--- config.mk ---
export PLATFORM = sky130hd
export DESIGN_NAME = rob_tag_freelist_ctrl
export DESIGN_NICKNAME = d
export VERILOG_FILES = /design/src/rtl/v3_rob_pkg.sv /design/src/rtl/v3_wrap_incr.sv /design/src/rtl/rob_tag_freelist_ctrl.sv
export SDC_FILE = /design/constraint.sdc
export NUM_CORES = 1
export LEC_CHECK = 0
export ABC_AREA = 1
export ABC_CLOCK_PERIOD_IN_PS = 3310
export CAP_MARGIN = 20
export CORE_MARGIN = 3
export CORE_UTILIZATION = 48
export CTS_BUF_LIST = sky130_fd_sc_hd__clkbuf_16
export DETAILED_ROUTE_END_ITERATION = 7
export HOLD_SLACK_MARGIN = 0.12
export PLACE_DENSITY = 0.83
export SYNTH_ARGS = -nofsm -noshare
export SYNTH_HDL_FRONTEND = slang
export SYNTH_HIERARCHICAL = 1
export SYNTH_SLANG_ARGS = --single-unit
export TNS_END_PERCENT = 10
--- constraint.sdc ---
create_clock -name clk -period 3.31 [get_ports clk]
set_clock_uncertainty 0.2 [all_clocks]
set_input_delay 0.662 -clock clk [delete_from_list [all_inputs] [get_ports clk]]
set_output_delay 0.662 -clock clk [all_outputs]
set_load 0.005 [all_outputs]
--- src/rtl/v3_rob_pkg.sv ---
// Shared tag type and tag-memory reset convention for the ROB tag free list.
package v3_rob_pkg;

    localparam int unsigned P_NUM_ENTRIES = 8;
    localparam int unsigned TAG_W         = $clog2(P_NUM_ENTRIES);

    typedef logic [TAG_W-1:0] tag_t;

    // Tag memory resets to identity contents: entry i holds tag i.
    localparam bit TAG_MEM_RESET_IDENTITY = 1'b1;

endpackage

--- src/rtl/v3_wrap_incr.sv ---
// Pointer increment that wraps at p_num_entries-1; works for non-power-of-2 depths.
module v3_wrap_incr #(
    parameter int unsigned p_num_entries = 8,
    parameter int unsigned p_width       = $clog2(p_num_entries)
) (
    input  logic [p_width-1:0] i_ptr,
    output logic [p_width-1:0] o_next_c
);

    always_comb begin
        o_next_c = i_ptr + p_width'(1);
        if (i_ptr == p_width'(p_num_entries - 1)) begin
            o_next_c = '0;
        end
    end

endmodule

--- src/rtl/rob_tag_freelist_ctrl.sv ---
// Circular free list of ROB tags held in an external 1R/1W tag memory:
// allocation reads at head, frees write at tail, plus double-free detection.
module rob_tag_freelist_ctrl
    import v3_rob_pkg::*;
#(
    parameter int unsigned p_num_entries = P_NUM_ENTRIES,
    parameter int unsigned p_tag_width   = $clog2(p_num_entries),
    parameter int unsigned p_cnt_width   = $clog2(p_num_entries + 1)
) (
    input  logic                   clk,
    input  logic                   reset,
    output logic                   alloc_val,
    input  logic                   alloc_rdy,
    output logic [p_tag_width-1:0] alloc_tag,
    input  logic                   free_val,
    output logic                   free_rdy,
    input  logic [p_tag_width-1:0] free_tag,
    output logic                   mem_write_en,
    output logic [p_tag_width-1:0] mem_write_addr,
    output logic [p_tag_width-1:0] mem_write_data,
    output logic                   mem_read_en,
    output logic [p_tag_width-1:0] mem_read_addr,
    input  logic [p_tag_width-1:0] mem_read_data,
    output logic [p_cnt_width-1:0] count,
    output logic                   err_double_free
);

    logic [p_tag_width-1:0]   r_head;
    logic [p_tag_width-1:0]   r_tail;
    logic [p_cnt_width-1:0]   r_count;
    logic [p_num_entries-1:0] r_in_use;
    logic                     r_err;

    logic [p_tag_width-1:0]   w_head_next;
    logic [p_tag_width-1:0]   w_tail_next;
    logic [p_cnt_width-1:0]   w_count_next;
    logic [p_num_entries-1:0] w_alloc_mask;
    logic [p_num_entries-1:0] w_free_mask;
    logic                     w_alloc_fire;
    logic                     w_free_fire;
    logic                     w_free_in_use;

    // Handshakes are forced idle while reset is asserted.
    assign alloc_val       = ~reset & (r_count != '0);
    assign free_rdy        = ~reset & (r_count != p_cnt_width'(p_num_entries));
    assign w_alloc_fire    = alloc_val & alloc_rdy;
    assign w_free_fire     = free_val & free_rdy;

    assign mem_read_en     = alloc_val;
    assign mem_read_addr   = r_head;
    assign alloc_tag       = mem_read_data;

    assign mem_write_en    = w_free_fire;
    assign mem_write_addr  = r_tail;
    assign mem_write_data  = free_tag;

    assign count           = r_count;
    assign err_double_free = ~reset & r_err;

    v3_wrap_incr #(
        .p_num_entries (p_num_entries),
        .p_width       (p_tag_width)
    ) u_head_incr (
        .i_ptr    (r_head),
        .o_next_c (w_head_next)
    );

    v3_wrap_incr #(
        .p_num_entries (p_num_entries),
        .p_width       (p_tag_width)
    ) u_tail_incr (
        .i_ptr    (r_tail),
        .o_next_c (w_tail_next)
    );

    // One-hot set/clear masks into the in-use vector.
    always_comb begin
        w_alloc_mask = '0;
        w_free_mask  = '0;
        for (int unsigned i = 0; i < p_num_entries; i++) begin
            w_alloc_mask[i] = w_alloc_fire && (alloc_tag == p_tag_width'(i));
            w_free_mask[i]  = w_free_fire && (free_tag == p_tag_width'(i));
        end
        w_free_in_use = |(r_in_use & w_free_mask);
    end

    always_comb begin
        w_count_next = r_count;
        case ({w_alloc_fire, w_free_fire})
            2'b10:   w_count_next = r_count - p_cnt_width'(1);
            2'b01:   w_count_next = r_count + p_cnt_width'(1);
            default: w_count_next = r_count;
        endcase
    end

    always_ff @(posedge clk) begin
        if (reset) begin
            r_head   <= '0;
            r_tail   <= '0;
            r_count  <= p_cnt_width'(p_num_entries);
            r_in_use <= '0;
            r_err    <= 1'b0;
        end else begin
            if (w_alloc_fire) begin
                r_head <= w_head_next;
            end
            if (w_free_fire) begin
                r_tail <= w_tail_next;
            end
            r_count  <= w_count_next;
            r_in_use <= (r_in_use | w_alloc_mask) & ~w_free_mask;
            r_err    <= r_err | (w_free_fire & ~w_free_in_use);
        end
    end

endmodule

==> results.sh <==
export IMPL_status="finished, final reports clean"
export IMPL_wl_met2_mm=1.365
export IMPL_clockPowerShare_pct=26.1
export IMPL_numPortBuffers=30
export IMPL_clk_latency_ns=0.25
export IMPL_htree_num_levels=1
export IMPL_dr_total_vias=1154
export IMPL_globalRouteTotalUtil_pct=18.65
export IMPL_arrival_ns=2.13
export IMPL_yosys_area_top_type_share_pct=32.37
export IMPL_coreArea_mm2=0.002276
export IMPL_post_drt_wl_per_cell_um=12.44
export IMPL_yosys_area_top_type="dfxtp_1"
export IMPL_die_area_mm2=0.003077
export IMPL_wl_mm=2.800
export IMPL_holdPathStages=2
export IMPL_irDropWorstVdd_v=0.0003823
export IMPL_cts_tree="yes"
export IMPL_synth_seq_cells=19
export IMPL_drive_above_1_share_pct=8.122
export IMPL_drtPass1Iterations=4
export IMPL_ys_top_cells_by_area="dfxtp_1 (32%), nand2_1 (13%), nor2_1 (9.6%), ha_1 (7.5%), nand3_1 (5.5%)"
export IMPL_wl_met3_um=172
export IMPL_synth_cells=170
export IMPL_p_comb_share_pct=40.7
export IMPL_grt_max_degree=19
export IMPL_clkTransAtPathRegs_ns=0.06
export IMPL_min_to="r_in_use[6]$_SDFF_PP0_"
export IMPL_antenna_found_initial=0
export IMPL_chipWidth_um=55.48
export IMPL_yosysWarnings=6
export IMPL_hp_start="r_in_use[6]$_SDFF_PP0_"
export IMPL_fmax_ghz=0.3347
export IMPL_clockBufferDepth=2
export IMPL_tns_ns=0
export IMPL_yosys_cell_types_count=24
export IMPL_areaGrowthSynthToFinish_pct=30.56
export IMPL_final_net_count=216
export IMPL_period_share_pct=90.26
export IMPL_gp_congestion=0.8177
export IMPL_fillers=207
export IMPL_ys_seq_area_share_pct=32.37
export IMPL_ant_nets=0
export IMPL_synthesis_area_mm2=0.001175
export IMPL_seqPwrFrac_pct=33.2
export IMPL_start_util_pct=51.62
export IMPL_dp_hpwl_mm=2.174
export IMPL_cts_hold_buf=0
export IMPL_cts_root_buf="clkbuf_16"
export IMPL_grt_pass1_wl_mm=4.774
export IMPL_relSlewSlack_pct=78.36
export IMPL_hold_path_class="reg2reg"
export IMPL_post_cts_buffers=0
export IMPL_leakagePower_nw=0.7002
export IMPL_rsz0062_at_grt="no"
export IMPL_antenna_diode_count=0
export IMPL_worst_r2r_endpoint="count[3]$_SDFFE_PP1P_"
export IMPL_grt_overflow=0
export IMPL_cts_buffers=3
export IMPL_path_max_fanout=6
export IMPL_post_route_util_pct=67.40
export IMPL_post_cts_resized_instances=0
export IMPL_die_height_um=55.48
export IMPL_worst_pin_slew_ns=0.3246
export IMPL_worst_setup_path_start_kind="input port"
export IMPL_power_density_mw_per_mm2=618.7
export IMPL_io_pins=31
export IMPL_drtIter0Drc=27
export IMPL_drv_cap=0
export IMPL_worstRegToRegCells=12
export IMPL_rows=17
export IMPL_vias_per_cell=5.129
export IMPL_crit_reg2reg_launch="count[0]$_SDFFE_PP0P_"
export IMPL_drt_met1_wl_mm=1.232
export IMPL_synth_area_per_cell_um2=6.911
export IMPL_crit_type="in2out"
export IMPL_p_switching_uw=328.5
export IMPL_finalSetupViolations=0
export IMPL_ff2ff_setup_slack_ns=0.83
export IMPL_cts_sinks=19
export IMPL_drc=0
export IMPL_top_layer_used="met4"
export IMPL_hold_viol=0
export IMPL_critPathRequiredTime_ns=2.45
export IMPL_syn_nets=188
export IMPL_grt_pass1_vias=1195
export IMPL_swShare_pct=34.61
export IMPL_layout_min_cycle_time_ns=2.988
export IMPL_end_kind="output port"
export IMPL_cell_internal_pwr_uw=620.6
export IMPL_drv_slew=0
-- Yosys cell counts --
library cell,count
nand2_1,41
nor2_1,30
dfxtp_1,19
inv_1,15
nand3_1,13
buf_4,7
ha_1,7
nor3_1,7
a21oi_1,5
o21ai_0,4
nor2_2,3
o21ai_1,3
buf_6,2
inv_2,2
nand4_1,2
xor2_1,2
a31oi_4,1
clkbuf_1,1
fa_1,1
nand2_4,1
nor2_4,1
nor3_2,1
o211ai_1,1
o31ai_1,1
-- registers in the layout, summed over array words and instances, names as in the netlist --
name,flops
count,4
mem_write_addr,3
r_err,1
mem_read_addr,3
r_in_use,8
-- how the worst max path moves through the flow --
stage	from	to	slack (ns)	cells after the start
6_report	reset	free_rdy	0.32	3
5_1_grt	reset	count[3]$_SDFFE_PP1P_	0.14	12
4_1_cts	reset	free_rdy	0.34	3
3_5_place_dp	reset	count[3]$_SDFFE_PP1P_	0.11	12
3_3_place_gp	reset	count[3]$_SDFFE_PP1P_	0.26	12
2_1_floorplan	reset	count[3]$_SDFFE_PP1P_	0.75	13
-- critical path, cell delays in order --
cell and delay (ns):
clkdlybuf4s50_1 0.55, a21oi_1 0.34, clkdlybuf4s50_1 0.57
-- through the flow --
step	worst slack, ns	area, µm²	cells	total power [mW]	hold slack [ns]
after CTS	0.3357	1534	225	0.9541	0.2813
after global routing	0.1382	1534	225	1.010	0.3149
after floorplan	0.7524	1175	170	0.5406	0.2211
after global placement	0.2585	1454	221	0.6863	0.2537
final	0.3225	1534	225	0.9491	0.2756
after detailed placement	0.1075	1454	221	0.7049	0.2670
-- cells in the final DEF, fill, tap and decap left out, drive strengths merged --
cell	netlist	layout
inv	17	17
a31oi	1	1
clkbuf	1	3
dfxtp	19	19
nand4	2	2
o21ai	7	7
buf	9	3
ha	7	7
nor2	34	34
a21oi	5	5
nand3	13	13
nor3	8	8
nand2	42	42
clkinv	0	1
o31ai	1	1
o211ai	1	1
clkdlybuf4s50	0	30
xor2	2	2
fa	1	1
-- area by class of cell --
type | instances | area, µm² | area share [%]
well taps | 28 | 35.03 | 2.284
repair buffers | 33 | 322.8 | 21.04
clock buffers | 3 | 75.07 | 4.894
clock inverters | 1 | 5.005 | 0.3263
inverters | 17 | 63.81 | 4.160
flip-flops and latches | 19 | 380.4 | 24.80
multi-input cells | 124 | 651.9 | 42.50
-- cells by family after synthesis --
group | share of synthesized area (%)
AND/OR/NAND/NOR | 36.63
buffers and inverters | 12.14
flip-flops | 32.37
AO/OA/AOI/OAI | 8.200
adder cells (fa/ha/maj) | 9.158
XOR/XNOR | 1.491
-- power groups by stage --
stage | Clock [mW] | Combinational [mW] | Sequential, mW
after floorplan | 0 | 0.225 | 0.316
after global placement | 0 | 0.369 | 0.317
after detailed placement | 0 | 0.385 | 0.320
after CTS | 0.250 | 0.389 | 0.316
after global routing | 0.260 | 0.428 | 0.323
final | 0.247 | 0.386 | 0.316
-- routing by layer --
metal	GRT usage (%)	vias to the layer above
li1	-	592
met1	22.43	524
met2	32.60	34
met3	4.206	4
met4	5.903	0
met5	0	-
No activity file was read; power rests on OpenSTA's default activity.
